--- config.mk ---
export PLATFORM = sky130hd
export DESIGN_NAME = seg_scan_display_flat
export DESIGN_NICKNAME = d
export VERILOG_FILES = /design/src/rtl/seg_pkg.sv /design/src/rtl/seg_scan_display_if.sv /design/src/rtl/seg_hex_decode.sv /design/src/rtl/seg_scan_display.sv /design/src/flat_wrapper.sv
export SDC_FILE = /design/constraint.sdc
export NUM_CORES = 1
export LEC_CHECK = 0
export BUFFER_PORTS_ARGS = -buffer_cell sky130_fd_sc_hd__buf_4
export CORE_MARGIN = 2
export CORE_UTILIZATION = 59
export CTS_CLUSTER_DIAMETER = 150
export DETAILED_ROUTE_END_ITERATION = 8
export GPL_ROUTABILITY_DRIVEN = 0
export GPL_TIMING_DRIVEN = 0
export PLACE_DENSITY = 0.86
export SYNTH_ARGS = -nofsm -noshare
export SYNTH_HDL_FRONTEND = slang
export SYNTH_SLANG_ARGS = --single-unit
--- constraint.sdc ---
create_clock -name clk -period 2.37 [get_ports clk]
set_input_delay 0.237 -clock clk [delete_from_list [all_inputs] [get_ports clk]]
set_output_delay 0.237 -clock clk [all_outputs]
set_load 0.03 [all_outputs]
--- src/rtl/seg_pkg.sv ---
// Shared definitions for the scanned seven-segment driver:
// slot phase enum, segment ROM, off pattern and nibble decoder.
package seg_pkg;

    typedef enum logic {
        ST_BLANK,
        ST_SHOW
    } slot_state_t;

    localparam logic [6:0] SEG_OFF = 7'h00;

    // Active-high patterns {g,f,e,d,c,b,a} for hex digits 0..F
    localparam logic [6:0] SEG_ROM [16] = '{
        7'h3F, 7'h06, 7'h5B, 7'h4F, 7'h66, 7'h6D, 7'h7D, 7'h07,
        7'h7F, 7'h6F, 7'h77, 7'h7C, 7'h39, 7'h5E, 7'h79, 7'h71
    };

    function automatic logic [6:0] hexToSeg(input logic [3:0] nibble, input logic activeLow);
        logic [6:0] seg;
        seg = SEG_ROM[nibble];
        return activeLow ? ~seg : seg;
    endfunction

    function automatic logic [6:0] segOff(input logic activeLow);
        return activeLow ? ~SEG_OFF : SEG_OFF;
    endfunction

endpackage

--- src/rtl/seg_scan_display_if.sv ---
// Load/data and scanned display signals of seg_scan_display; the driver
// sits on the slave side, whoever supplies the value on the master side.
interface seg_scan_display_if #(
    parameter int NUM_DIGITS = 4
) ();

    logic                    load;
    logic [4*NUM_DIGITS-1:0] data_in;
    logic [6:0]              seg_out;
    logic [NUM_DIGITS-1:0]   dig_en;
    logic                    load_ack;
    logic                    frame_done;

    modport master (
        output load, data_in,
        input  seg_out, dig_en, load_ack, frame_done
    );

    modport slave (
        input  load, data_in,
        output seg_out, dig_en, load_ack, frame_done
    );

endinterface

--- src/rtl/seg_hex_decode.sv ---
// Combinational hex nibble to seven-segment decoder with selectable polarity.
module seg_hex_decode
    import seg_pkg::*;
#(
    parameter int ACTIVE_LOW = 1
) (
    input  logic [3:0] i_nibble,
    output logic [6:0] o_seg
);

    assign o_seg = hexToSeg(i_nibble, ACTIVE_LOW != 0);

endmodule

--- src/rtl/seg_scan_display.sv ---
// Time-multiplexed hex display driver with tear-free frame-boundary commit.
// Define SEG_SCAN_BLANK_EN to suppress leading zeros (digit 0 always shown).
module seg_scan_display
    import seg_pkg::*;
#(
    parameter int NUM_DIGITS   = 4,
    parameter int REFRESH_DIV  = 50000,
    parameter int BLANK_CYCLES = 500,
    parameter int ACTIVE_LOW   = 1
) (
    input  logic             clk,
    input  logic             rst,
    seg_scan_display_if.slave bus
);

    localparam int CNT_W  = $clog2(REFRESH_DIV);
    localparam int IDX_W  = $clog2(NUM_DIGITS);
    localparam int DATA_W = 4 * NUM_DIGITS;
    localparam logic AL   = (ACTIVE_LOW != 0);

    localparam logic [CNT_W-1:0]      CNT_LAST       = CNT_W'(REFRESH_DIV - 1);
    localparam logic [CNT_W-1:0]      CNT_LAST_BLANK = CNT_W'(BLANK_CYCLES - 1);
    localparam logic [IDX_W-1:0]      IDX_LAST       = IDX_W'(NUM_DIGITS - 1);
    localparam logic [6:0]            SEG_DARK       = segOff(AL);
    localparam logic [NUM_DIGITS-1:0] DIG_DARK       = AL ? '1 : '0;

    slot_state_t           r_state;
    slot_state_t           w_nextState;
    logic [CNT_W-1:0]      r_cnt;
    logic [IDX_W-1:0]      r_idx;
    logic [DATA_W-1:0]     r_display;
    logic [DATA_W-1:0]     r_pending;
    logic                  r_pend;
    logic [6:0]            r_seg;
    logic [NUM_DIGITS-1:0] r_dig;
    logic                  r_loadAck;
    logic                  r_frameDone;

    logic                  w_slotEnd;
    logic                  w_frameEnd;
    logic                  w_commit;
    logic [3:0]            w_nibble;
    logic [6:0]            w_decoded;
    logic                  w_leadBlank;
    logic [NUM_DIGITS-1:0] w_digOneHot;
    logic [6:0]            w_segNext;
    logic [NUM_DIGITS-1:0] w_digNext;

    assign w_slotEnd   = (r_cnt == CNT_LAST);
    assign w_frameEnd  = w_slotEnd && (r_idx == IDX_LAST);
    assign w_commit    = w_frameEnd && (r_pend || bus.load);
    assign w_nibble    = r_display[{r_idx, 2'b00} +: 4];
    assign w_digOneHot = NUM_DIGITS'(1) << r_idx;

`ifdef SEG_SCAN_BLANK_EN
    assign w_leadBlank = (r_idx != '0) && ((r_display >> {r_idx, 2'b00}) == '0);
`else
    assign w_leadBlank = 1'b0;
`endif

    seg_hex_decode #(
        .ACTIVE_LOW(ACTIVE_LOW)
    ) u_decode (
        .i_nibble(w_nibble),
        .o_seg   (w_decoded)
    );

    // Phase tracks the slot counter: BLANK for the first BLANK_CYCLES counts
    always_comb begin
        w_nextState = r_state;
        w_segNext   = SEG_DARK;
        w_digNext   = DIG_DARK;
        if (w_slotEnd) begin
            w_nextState = ST_BLANK;
        end else if (r_cnt == CNT_LAST_BLANK) begin
            w_nextState = ST_SHOW;
        end
        if (r_state == ST_SHOW) begin
            w_digNext = AL ? ~w_digOneHot : w_digOneHot;
            w_segNext = w_leadBlank ? SEG_DARK : w_decoded;
        end
    end

    always_ff @(posedge clk) begin
        if (rst) begin
            r_state     <= ST_BLANK;
            r_cnt       <= '0;
            r_idx       <= '0;
            r_display   <= '0;
            r_pending   <= '0;
            r_pend      <= 1'b0;
            r_seg       <= SEG_DARK;
            r_dig       <= DIG_DARK;
            r_loadAck   <= 1'b0;
            r_frameDone <= 1'b0;
        end else begin
            r_state <= w_nextState;
            r_cnt   <= w_slotEnd ? '0 : r_cnt + 1'b1;
            if (w_slotEnd) begin
                r_idx <= (r_idx == IDX_LAST) ? '0 : r_idx + 1'b1;
            end
            // A load landing on the boundary bypasses pending entirely
            if (w_frameEnd) begin
                if (bus.load) begin
                    r_display <= bus.data_in;
                end else if (r_pend) begin
                    r_display <= r_pending;
                end
                r_pend <= 1'b0;
            end else if (bus.load) begin
                r_pending <= bus.data_in;
                r_pend    <= 1'b1;
            end
            r_seg       <= w_segNext;
            r_dig       <= w_digNext;
            r_loadAck   <= w_commit;
            r_frameDone <= w_frameEnd;
        end
    end

    assign bus.seg_out    = r_seg;
    assign bus.dig_en     = r_dig;
    assign bus.load_ack   = r_loadAck;
    assign bus.frame_done = r_frameDone;

endmodule
--- src/flat_wrapper.sv ---
// flat-port wrapper written by rule: the top's interface ports become plain ports
module seg_scan_display_flat import seg_pkg::*;
#(
    parameter int NUM_DIGITS   = 4,
    parameter int REFRESH_DIV  = 50000,
    parameter int BLANK_CYCLES = 500,
    parameter int ACTIVE_LOW   = 1
)
  (clk, rst, bus_load, bus_data_in, bus_seg_out, bus_dig_en, bus_load_ack, bus_frame_done);
  seg_scan_display_if #(.NUM_DIGITS(NUM_DIGITS)) bus_i ();
  input  logic clk;
  input  logic rst;
  input wire logic [$bits(bus_i.load)-1:0] bus_load;
  input wire logic [$bits(bus_i.data_in)-1:0] bus_data_in;
  output wire logic [$bits(bus_i.seg_out)-1:0] bus_seg_out;
  output wire logic [$bits(bus_i.dig_en)-1:0] bus_dig_en;
  output wire logic [$bits(bus_i.load_ack)-1:0] bus_load_ack;
  output wire logic [$bits(bus_i.frame_done)-1:0] bus_frame_done;
  assign bus_i.load = bus_load;
  assign bus_i.data_in = bus_data_in;
  assign bus_seg_out = bus_i.seg_out;
  assign bus_dig_en = bus_i.dig_en;
  assign bus_load_ack = bus_i.load_ack;
  assign bus_frame_done = bus_i.frame_done;
  seg_scan_display #(.NUM_DIGITS(NUM_DIGITS), .REFRESH_DIV(REFRESH_DIV), .BLANK_CYCLES(BLANK_CYCLES), .ACTIVE_LOW(ACTIVE_LOW)) u_core (.clk(clk), .rst(rst), .bus(bus_i));
endmodule
==> summary.txt, run 1 <==
top cells by count, synth: 65 x dfxtp_1, 42 x nor2_1, 35 x mux2i_1, 34 x nand2b_1, 18 x nor2b_1
DRT iter0 DRCs: 125
top-count cell post-synth: dfxtp_1
nets: 400
All-Layer GR Usage: 0.214
dpl cell area: 3520 um2
Overflow after GRT: 0
post-route cell area: 3730 um2
cell-internal power: 0.00170 W
initial antenna violation count: 0
Clk Latency, worst-skew pair: 0.34 ns
register share of total power: 0.517
top_reg_cell synth: dfxtp_1
syn_nets: 358
largest area contributor in the netlist: dfxtp_1
largest net degree at the start of global routing: 11
Worst-path clk slew: 0.07 ns
Worst R2R Path Depth: 6
Port Buffers: 29
critical path capture point type: flop
startpoint types: flop
Clock Skews: 0.0101 ns
worst path arrival time: 2.38 ns
Slew HR: 0.508
vias in the first global route: 2213
via count: 2330
fraction of registers with async set or reset after synthesis: 0
P_sw: 0.000483 W
Syn Area/Cell: 9.80 um2
Switching Fraction: 0.222
Post-CTS Hold Buffers: 0
worst-margin pin slew: 0.738 ns
r2r setup slk: 0.20 ns
fin. max-slew vios: 0
share of cells above drive strength 1: 0.203
synthesized cell area: 3220 um2
Gate Count Post-Synth: 328
Gate power share: 0.066
Top Ports: 32
starting density of the core: 0.622
worst path cell trace: clkbuf_4, mux4_2, ha_1, nor2b_1, a2111oi_0, a31oi_1
Leakage: 1.54 nW
Total Routed Length: 5930 um
Worst VDD drop: 0.000418 V
minimum clock period: 2.17 ns
Worst path slowest cell: mux4_2
EDFF count, synth: 0
critical path class: reg2reg
CTS root buf: clkbuf_8
Hold Path Depth: 3
H-Tree Depth: 3
top cell type's share of synthesized area: 0.405
clk buf depth: 2
data required time of the worst path: 2.58 ns
hold worst-path end: u_core.r_pending[7]
Synth area leaders: dfxtp_1 40%, mux2i_1 11%, nand2b_1 6.6%
first-pass GRT wire length: 10200 um
antenna-violating nets left: 0
Sink Count: 65
worst hold path startpoint: bus_data_in[7]
Final Setup Violations: 0
max cap viols: 0
Hold Fails Final Rpt: 0
vias per inst: 5.24
worst r2r src: u_core.r_idx[0]
CTS tree: yes
DR pass1 iterations: 4
DRC errors left: 0
Clk pwr share: 0.417
PD cells: 585 nW/um2
Hold Path Class: in2reg
DIE WIDTH: 77.8 um
drt wl/cell: 13.3 um
CP peak stage delay: 0.59 ns
sequential area share after synthesis: 0.405
final period utilization: 0.916
Rows: 26
Distinct cells, synth: 42
fmax: 461 MHz
Core Footprint: 5170 um2
hpwl dp: 4210 um
Die Ht: 77.8 um
outcome: finished clean
utilization after layout: 0.721
synth warn: 0
CTS buffer count: 9
Hold Worst Slack: 0.171 ns
RSZ-0062 raised after global routing: false
R2R Path End: u_core.bus.seg_out[3]
Yosys reg bits: 65
ant diodes: 0
P&R area growth vs syn: 16.0%
die area: 6060 um2
crit-path max FO: 7
metal layers:
metal | global-route usage | share of wire | vias to the layer above | wire length [um]
met5 | 0 | 0 | - | 0
met4 | 0.0661 | 0.012 | 0 | 71
met3 | 0.0651 | 0.038 | 9 | 223
met2 | 0.364 | 0.49 | 35 | 2910
met1 | 0.258 | 0.46 | 1085 | 2730
li1 | - | - | 1201 | -
timing repair:
action | in CTS | in global routing
buffers inserted | 0 | 2
resized for setup | 1 | 2
pin swaps | 0 | 1
setup endpoints to repair | 1 | 31
worst max-delay path, delay by kind of cell, from the launching register on:
kind,cells,cell delay [ns]
AOI/OAI and AO/OA,2,0.44
buffers and inverters,1,0.22
muxes,1,0.59
adders and majority gates,1,0.28
DFF,1,0.36
and+or+nand+nor,1,0.14
layout make-up:
cell class,count,area [um2]
clock buffers,13,149
flip-flops and latches,65,1300
plain buffers,19,96.3
well taps,70,87.6
repair buffers,31,233
multi-input cells,234,1780
clock inverters,3,40.0
fillers,375,1440
inverters,10,37.5
power groups by stage:
stage	clock network, W	logic (W)	registers, W
finish	0.000910	0.000144	0.00113
floorplan	0	0.0000976	0.00115
global route	0.000975	0.000159	0.00113
detailed placement	0	0.000145	0.00115
global placement	0	0.000142	0.00115
CTS	0.000922	0.000146	0.00113
through the flow:
step	setup WS (ns)	total power (W)	cells	TNS [ns]
floorplan	0.210	0.00125	328	0
global placement	-0.0345	0.00129	427	-0.0345
detailed placement	-0.0521	0.00130	427	-0.0521
CTS	0.0345	0.00220	443	0
global route	0.0457	0.00226	445	0
finish	0.199	0.00218	445	0
worst max path at each step:
stage	end	depth (start not counted)	start	slack (ns)
2_1_floorplan	u_core.bus.seg_out[3]	6	u_core.r_idx[0]	0.21
3_3_place_gp	u_core.bus.seg_out[3]	6	u_core.r_idx[0]	-0.03
3_5_place_dp	u_core.bus.seg_out[3]	6	u_core.r_idx[0]	-0.05
4_1_cts	u_core.r_display[12]	6	u_core.r_cnt[0]	0.03
5_1_grt	u_core.bus.seg_out[3]	6	u_core.r_idx[0]	0.05
6_report	u_core.bus.seg_out[3]	6	u_core.r_idx[0]	0.20
cell usage in the layout (no fill, tap or decap), drive strengths merged, types with 4 or more instances in the layout:
cell and instances:
a31oi 4, nand3 4, nand2 10, mux2i 35
buf 36, mux2 16, ha 11, clkbuf 27
nor2 42, nor2b 18, o21ai 4, dfxtp 65
a21oi 7, inv 10, mux4 4, nor3 5
xnor2 10, nand2b 34
cell families after synthesis:
family,Yosys count,synth area share
adder cells (fa/ha/maj),11,0.0428
AND/OR/NAND/NOR,133,0.230
XOR/XNOR,11,0.0300
AO/OA/AOI/OAI,24,0.0475
buffers and inverters,29,0.0405
multiplexers,55,0.205
flip-flops,65,0.405
flip-flops by register name, indices dropped and copies added (netlist names), 2 cells and up:
| name | count |
|---|---|
| u_core.r_display | 16 |
| u_core.bus.dig_en | 4 |
| u_core.r_pending | 16 |
| u_core.bus.seg_out | 7 |
| u_core.r_cnt | 16 |
| u_core.r_idx | 2 |
No activity file was read; power rests on OpenSTA's default activity.
==> inputs of run 2 (changes only) <==
--- a/config.mk
+++ b/config.mk
@@ -5,6 +5,7 @@
 export SDC_FILE = /design/constraint.sdc
 export NUM_CORES = 1
 export LEC_CHECK = 0
+export ABC_AREA = 1
 export BUFFER_PORTS_ARGS = -buffer_cell sky130_fd_sc_hd__buf_4
 export CORE_MARGIN = 2
 export CORE_UTILIZATION = 59
==> run 2 against run 1 <==
Count of clock-buffer cells in the layout decreased by 1. Non-clock buffer count increased by 2. Routed wire length increased by 15%. Largest cell class unchanged. Largest power group unchanged.
==> summary.txt, run 2 <==
outcome: finished clean
hpwl dp: 5170 um (+23%)
worst path arrival time: 2.31 ns (-0.07 ns)
via count: 3010 (+29%)
Sink Count: 65 (unchanged)
DIE WIDTH: 78.1 um (+0.40%)
most common cell after layout, fill and taps aside: nand2_1
minimum clock period: 2.04 ns (-0.128 ns)
critical path class: reg2reg
worst-margin pin slew: 0.495 ns (-0.244 ns)
# resized after CTS: 0 (-1)
critical path capture point type: flop
final setup TNS: 0 ns (unchanged)
EDFF count, synth: 0 (unchanged)
Clock Skews: 0.00721 ns (-0.00291 ns)
top-count cell post-synth: nand2_1
worst r2r src: u_core.r_idx[1]
Core Footprint: 5200 um2 (+0.63%)
Port Buffers: 31 (+6.9%)
antenna-violating nets left: 0 (unchanged)
vias per inst: 5.10 (-2.6%)
die area: 6110 um2 (+0.81%)
top cell type's share of synthesized area: 0.401 (-0.00343)
first-pass GRT wire length: 11900 um (+16%)
synthesized cell area: 3240 um2 (+0.86%)
CTS root buf: clkbuf_8
Hold Path Depth: 5 (+2)
crit-path max FO: 10 (+3)
post-route cell area: 3740 um2 (+0.40%)
initial antenna violation count: 0 (unchanged)
max cap viols: 0 (unchanged)
Total Routed Length: 6800 um (+15%)
DRC errors left: 0 (unchanged)
ant diodes: 0 (unchanged)
most frequent cells in the layout: 110 x nand2_1, 65 x dfxtp_1, 57 x inv_1
Gate Count Post-Synth: 474 (+45%)
Post-CTS Setup Repair Bufs: 0 (unchanged)
Largest regs: u_core.r_cnt x16, u_core.r_display x16, u_core.r_pending x16
Top Ports: 32 (unchanged)
clk buf depth: 2 (unchanged)
Yosys reg bits: 65 (unchanged)
PD cells: 571 nW/um2 (-2.5%)
Overflow after GRT: 0 (unchanged)
startpoint types: flop
share of cells above drive strength 1: 0.131 (-0.0719)
worst hold path startpoint: bus_data_in[13]
vias in the first global route: 2742 (+24%)
syn_nets: 504 (+41%)
dpl cell area: 3560 um2 (+1.2%)
Final Setup Violations: 0 (unchanged)
Worst-path clk slew: 0.07 ns (about the same)
fraction of registers with async set or reset after synthesis: 0 (unchanged)
fmax: 489 MHz (+6.3%)
starting density of the core: 0.623 (+0.00140)
nets: 546 (+37%)
RSZ-0062 raised after global routing: false
All-Layer GR Usage: 0.242 (+0.0281)
data required time of the worst path: 2.64 ns (+0.06 ns)
DR pass1 iterations: 4 (unchanged)
Clk Latency, worst-skew pair: 0.34 ns (about the same)
Worst R2R Path Depth: 5 (-1)
FILL cells: 460 (+23%)
drt wl/cell: 11.5 um (-13%)
largest area contributor in the netlist: dfxtp_1
hold worst-path end: u_core.r_pending[13]
Syn Area/Cell: 6.84 um2 (-30%)
sequential area share after synthesis: 0.401 (-0.00343)
Post-CTS Hold Buffers: 0 (unchanged)
Synth area leaders: dfxtp_1 40%, nand2_1 13%, a21oi_1 7.4%
Rows: 26 (unchanged)
Leakage: 1.58 nW (+2.3%)
Die Ht: 78.1 um (+0.40%)
Worst VDD drop: 0.000362 V (-13%)
Distinct cells, synth: 26 (-38%)
utilization after layout: 0.719 (-0.00162)
top cells by count, synth: 110 x nand2_1, 65 x dfxtp_1, 57 x inv_1, 50 x nor2_1, 48 x a21oi_1
largest net degree at the start of global routing: 11 (unchanged)
synth warn: 0 (unchanged)
Hold Fails Final Rpt: 0 (unchanged)
H-Tree Depth: 3 (unchanged)
DRT iter0 DRCs: 179 (+43%)
fin. max-slew vios: 0 (unchanged)
final period utilization: 0.862 (-0.0539)
r2r setup slk: 0.33 ns (+0.13 ns)
CTS buffer count: 9 (unchanged)
CTS tree: yes
Slew HR: 0.670 (+0.162)
R2R Path End: u_core.r_display[11]
Hold Path Class: in2reg
top_reg_cell synth: dfxtp_1
P&R area growth vs syn: 15.4%
-- run 2: cell count changes in the layout (fill, tap and decap cells not counted), sizes merged, moves of 10 or more --
cell / previous run / this run
nor2: 42 / 53
nand4: 3 / 20
inv: 10 / 62
mux2: 16 / 0
nor2b: 18 / 0
nand2: 10 / 112
nand2b: 34 / 0
mux2i: 35 / 0
o21ai: 4 / 29
xnor2: 10 / 0
a21oi: 7 / 48
nand3: 4 / 39
-- run 2: cells by family (layout without fill, tap and decap cells) --
kind of cell               count (synthesis)  in the layout  share of synthesized area
AOI/OAI and AO/OA                         80             80                      0.127
xor gates and xnor gates                   1              1                    0.00270
DFF                                       65             65                      0.401
buffers and inverters                     84            130                      0.106
adders and majority gates                 11             11                     0.0424
and+or+nand+nor                          233            233                      0.321
-- run 2: how the worst max path moves through the flow --
stage / start / endpoint / depth (start not counted)
2_1_floorplan: u_core.r_idx[1] / u_core.r_display[7] / 5
3_3_place_gp: u_core.r_idx[1] / u_core.r_display[7] / 5
3_5_place_dp: u_core.r_idx[1] / u_core.r_display[11] / 5
4_1_cts: u_core.r_idx[1] / u_core.r_display[11] / 5
5_1_grt: u_core.r_idx[1] / u_core.r_display[11] / 5
6_report: u_core.r_idx[1] / u_core.r_display[11] / 5
-- run 2: layout make-up --
class / instances / area [um2] / share of cell area
Multi-Input combinational cell: 325 / 1600 / 0.426
Clock inverter: 3 / 15.0 / 0.00401
Buffer: 21 / 109 / 0.0291
Tap cell: 70 / 87.6 / 0.0234
Inverter: 63 / 236 / 0.0632
Timing Repair Buffer: 31 / 233 / 0.0622
Clock buffer: 12 / 165 / 0.0441
Sequential cell: 65 / 1300 / 0.348
-- run 2: stage by stage --
step                setup WS [ns]  hold WS, ns  total power, W  std cells
floorplan                   0.781        0.407         0.00124        474
global placement            0.413        0.431         0.00129        575
detailed placement          0.357        0.450         0.00130        575
CTS                         0.337        0.212         0.00214        590
global route                0.195        0.232         0.00220        590
finish                      0.327        0.219         0.00214        590
-- run 2: where the power goes --
part / switching, W / leakage (nW) / internal, W
Combinational: 0.0000862 / 0.953 / 0.0000577
Sequential: 0.0000122 / 0.529 / 0.00112
Clock: 0.000410 / 0.0980 / 0.000454
Total: 0.000509 / 1.58 / 0.00163
-- run 2: per-layer routing --
| metal | track usage | wire length [um] | vias to the layer above |
|---|---|---|---|
| met5 | 0 | 0 | - |
| met4 | 0.0877 | 114 | 0 |
| met3 | 0.0494 | 301 | 12 |
| met2 | 0.416 | 3210 | 70 |
| met1 | 0.301 | 3180 | 1323 |
| li1 | - | - | 1605 |
-- run 2: worst max-delay path, cell delays in order, from the launching register on --
cell and delay, ns:
dfxtp_1 0.51, ha_1 0.35, clkbuf_1 0.38, clkbuf_1 0.38, nand4_1 0.18, a21oi_1 0.17
==> inputs of run 3 (changes only) <==
--- a/config.mk
+++ b/config.mk
@@ -8,12 +8,13 @@
 export ABC_AREA = 1
 export BUFFER_PORTS_ARGS = -buffer_cell sky130_fd_sc_hd__buf_4
 export CORE_MARGIN = 2
-export CORE_UTILIZATION = 59
+export CORE_UTILIZATION = 52
 export CTS_CLUSTER_DIAMETER = 150
 export DETAILED_ROUTE_END_ITERATION = 8
 export GPL_ROUTABILITY_DRIVEN = 0
 export GPL_TIMING_DRIVEN = 0
-export PLACE_DENSITY = 0.86
+export MAX_ROUTING_LAYER = met4
+export PLACE_DENSITY = 0.78
 export SYNTH_ARGS = -nofsm -noshare
 export SYNTH_HDL_FRONTEND = slang
 export SYNTH_SLANG_ARGS = --single-unit
==> run 3 against run 2 <==
Sequential power about the same. Setup slack improved by 0.0067 ns. Largest power group unchanged. Sequential share of layout area unchanged. Combinational power about the same. Largest cell class unchanged.
==> summary.txt, run 3 (synthesis gave the netlist of run 2 again) <==
Worst-path clk slew: 0.07 ns (about the same)
Die Ht: 83.0 um (+6.2%)
All-Layer GR Usage: 0.210 (-0.0319)
Setup WS pre-CTS: 0.364 ns (+0.00696 ns)
CP Depth: 5 (unchanged)
antenna-violating nets left: 0 (unchanged)
DRT iter0 DRCs: 148 (-17%)
worst-margin pin slew: 0.506 ns (+0.0115 ns)
vias in the first global route: 2675 (-2.4%)
clk buf depth: 2 (unchanged)
Slew HR: 0.663 (-0.00766)
data required time of the worst path: 2.64 ns (about the same)
Clk Latency, worst-skew pair: 0.34 ns (about the same)
Worst R2R Path Depth: 5 (unchanged)
crit-path most repeated cell: clkbuf_1
ant diodes: 0 (unchanged)
startpoint types: flop
Hold Fails Final Rpt: 0 (unchanged)
most frequent cells in the layout: 110 x nand2_1, 65 x dfxtp_1, 57 x inv_1
worst r2r src: u_core.r_idx[1]
Pwr Total: 0.00211 W (-1.1%)
Total Routed Length: 6870 um (+0.96%)
Clock Skews: 0.00661 ns (-0.000601 ns)
Post-CTS Hold Buffers: 0 (unchanged)
worst path arrival time: 2.30 ns (about the same)
PD cells: 565 nW/um2 (-1.1%)
drt wl/cell: 11.5 um (about the same)
DR pass1 iterations: 4 (unchanged)
Core Footprint: 5990 um2 (+15%)
Buffers & Inverters on Critical Path: 2 (unchanged)
final setup TNS: 0 ns (unchanged)
vias per inst: 5.06 (-0.81%)
most common cell after layout, fill and taps aside: nand2_1
fmax: 491 MHz (+0.33%)
largest net degree at the start of global routing: 11 (unchanged)
Port Buffers: 31 (unchanged)
Sink Count: 65 (unchanged)
starting density of the core: 0.541 (-0.0817)
# resized after CTS: 0 (unchanged)
Hold Worst Slack: 0.219 ns (+0.000108 ns)
Rows: 28 (+7.7%)
Post-CTS Setup Repair Bufs: 0 (unchanged)
minimum clock period: 2.04 ns (-0.00671 ns)
Largest regs: u_core.r_cnt x16, u_core.r_display x16, u_core.r_pending x16
DIE WIDTH: 83.0 um (+6.2%)
RSZ-0062 raised after global routing: false
Final WS setup: 0.334 ns (+0.00672 ns)
worst path cell trace: ha_1, clkbuf_1, clkbuf_1, nand4_1, a21oi_1
via count: 3016 (+0.20%)
H-Tree Depth: 3 (unchanged)
CTS root buf: clkbuf_8
crit path launch: u_core.r_idx[1]
max cap viols: 0 (unchanged)
r2r setup slk: 0.33 ns (about the same)
fin. max-slew vios: 0 (unchanged)
outcome: finished clean
CTS tree: yes
Overflow after GRT: 0 (unchanged)
DRC errors left: 0 (unchanged)
Worst VDD drop: 0.000344 V (-4.8%)
first-pass GRT wire length: 11800 um (-1.0%)
critical path capture point type: flop
R2R Path End: u_core.r_display[7]
Final Setup Violations: 0 (unchanged)
die area: 6880 um2 (+13%)
Hold Path Class: in2reg
Leakage: 1.58 nW (-0.31%)
CTS buffer count: 9 (unchanged)
CP delay by family, top: buffers and inverters
final period utilization: 0.859 (-0.00283)
nets: 546 (unchanged)
Worst path slowest cell: dfxtp_1
CP peak stage delay: 0.49 ns (-0.02 ns)
CP endpoint: u_core.r_display[7]
critical path class: reg2reg
crit-path max FO: 10 (unchanged)
Top Ports: 32 (unchanged)
P&R area growth vs syn: 15.4% (unchanged)
share of cells above drive strength 1: 0.129 (-0.00217)
hpwl dp: 5080 um (-1.7%)
initial antenna violation count: 0 (unchanged)
-- run 3: cell types whose count changed in the layout (fill, tap and decap cells not counted), sizes merged --
cell and delta:
clkbuf +1
-- run 3: final cells by class --
cell class                      instances  area (um2)
Fill cell                             560        2250
Multi-Input combinational cell        325        1600
Sequential cell                        65        1300
Inverter                               63         236
Timing Repair Buffer                   31         233
Clock buffer                           13         159
Buffer                                 21         109
Tap cell                               75        93.8
Clock inverter                          3        15.0
-- run 3: worst register-to-register path: cells and delay by family (launching register included) --
kind,cells,cell delay [ns]
compound gates,1,0.17
simple gates,1,0.18
fa+ha+maj,1,0.33
buf+inv,2,0.79
flops,1,0.49
-- run 3: how the worst min path moves through the flow --
stage                                      end  depth (start not counted)       startpoint  slack (ns)
after global routing       u_core.r_pending[1]                          5   bus_data_in[1]        0.24
after floorplan           u_core.bus.dig_en[0]                          2              rst        0.41
after global placement         u_core.r_cnt[0]                          1  u_core.r_cnt[0]        0.43
final                      u_core.r_pending[7]                          5   bus_data_in[7]        0.22
after CTS                  u_core.r_pending[7]                          5   bus_data_in[7]        0.21
after detailed placement       u_core.r_cnt[0]                          1  u_core.r_cnt[0]        0.44
-- run 3: metrics by stage --
step           instances  area [um2]  utilization
5_1_grt              596        3740        0.625
2_1_floorplan        474        3240            -
3_5_place_dp         580        3570        0.596
4_1_cts              596        3740        0.625
6_report             596        3740        0.625
3_3_place_gp         580        3570        0.596
-- run 3: where the power goes --
group | internal (W) | total, W | switching, W
clock network | 0.000432 | 0.000842 | 0.000410
registers | 0.00112 | 0.00113 | 0.0000125
logic | 0.0000575 | 0.000142 | 0.0000844
total | 0.00161 | 0.00211 | 0.000507
-- run 3: routing by layer --
| metal | up-vias | track usage | share of wire |
|---|---|---|---|
| met1 | 1312 | 0.267 | 0.48 |
| li1 | 1612 | - | - |
| met5 | - | - | 0 |
| met4 | 0 | 0.0909 | 0.018 |
| met2 | 79 | 0.333 | 0.45 |
| met3 | 13 | 0.0318 | 0.050 |
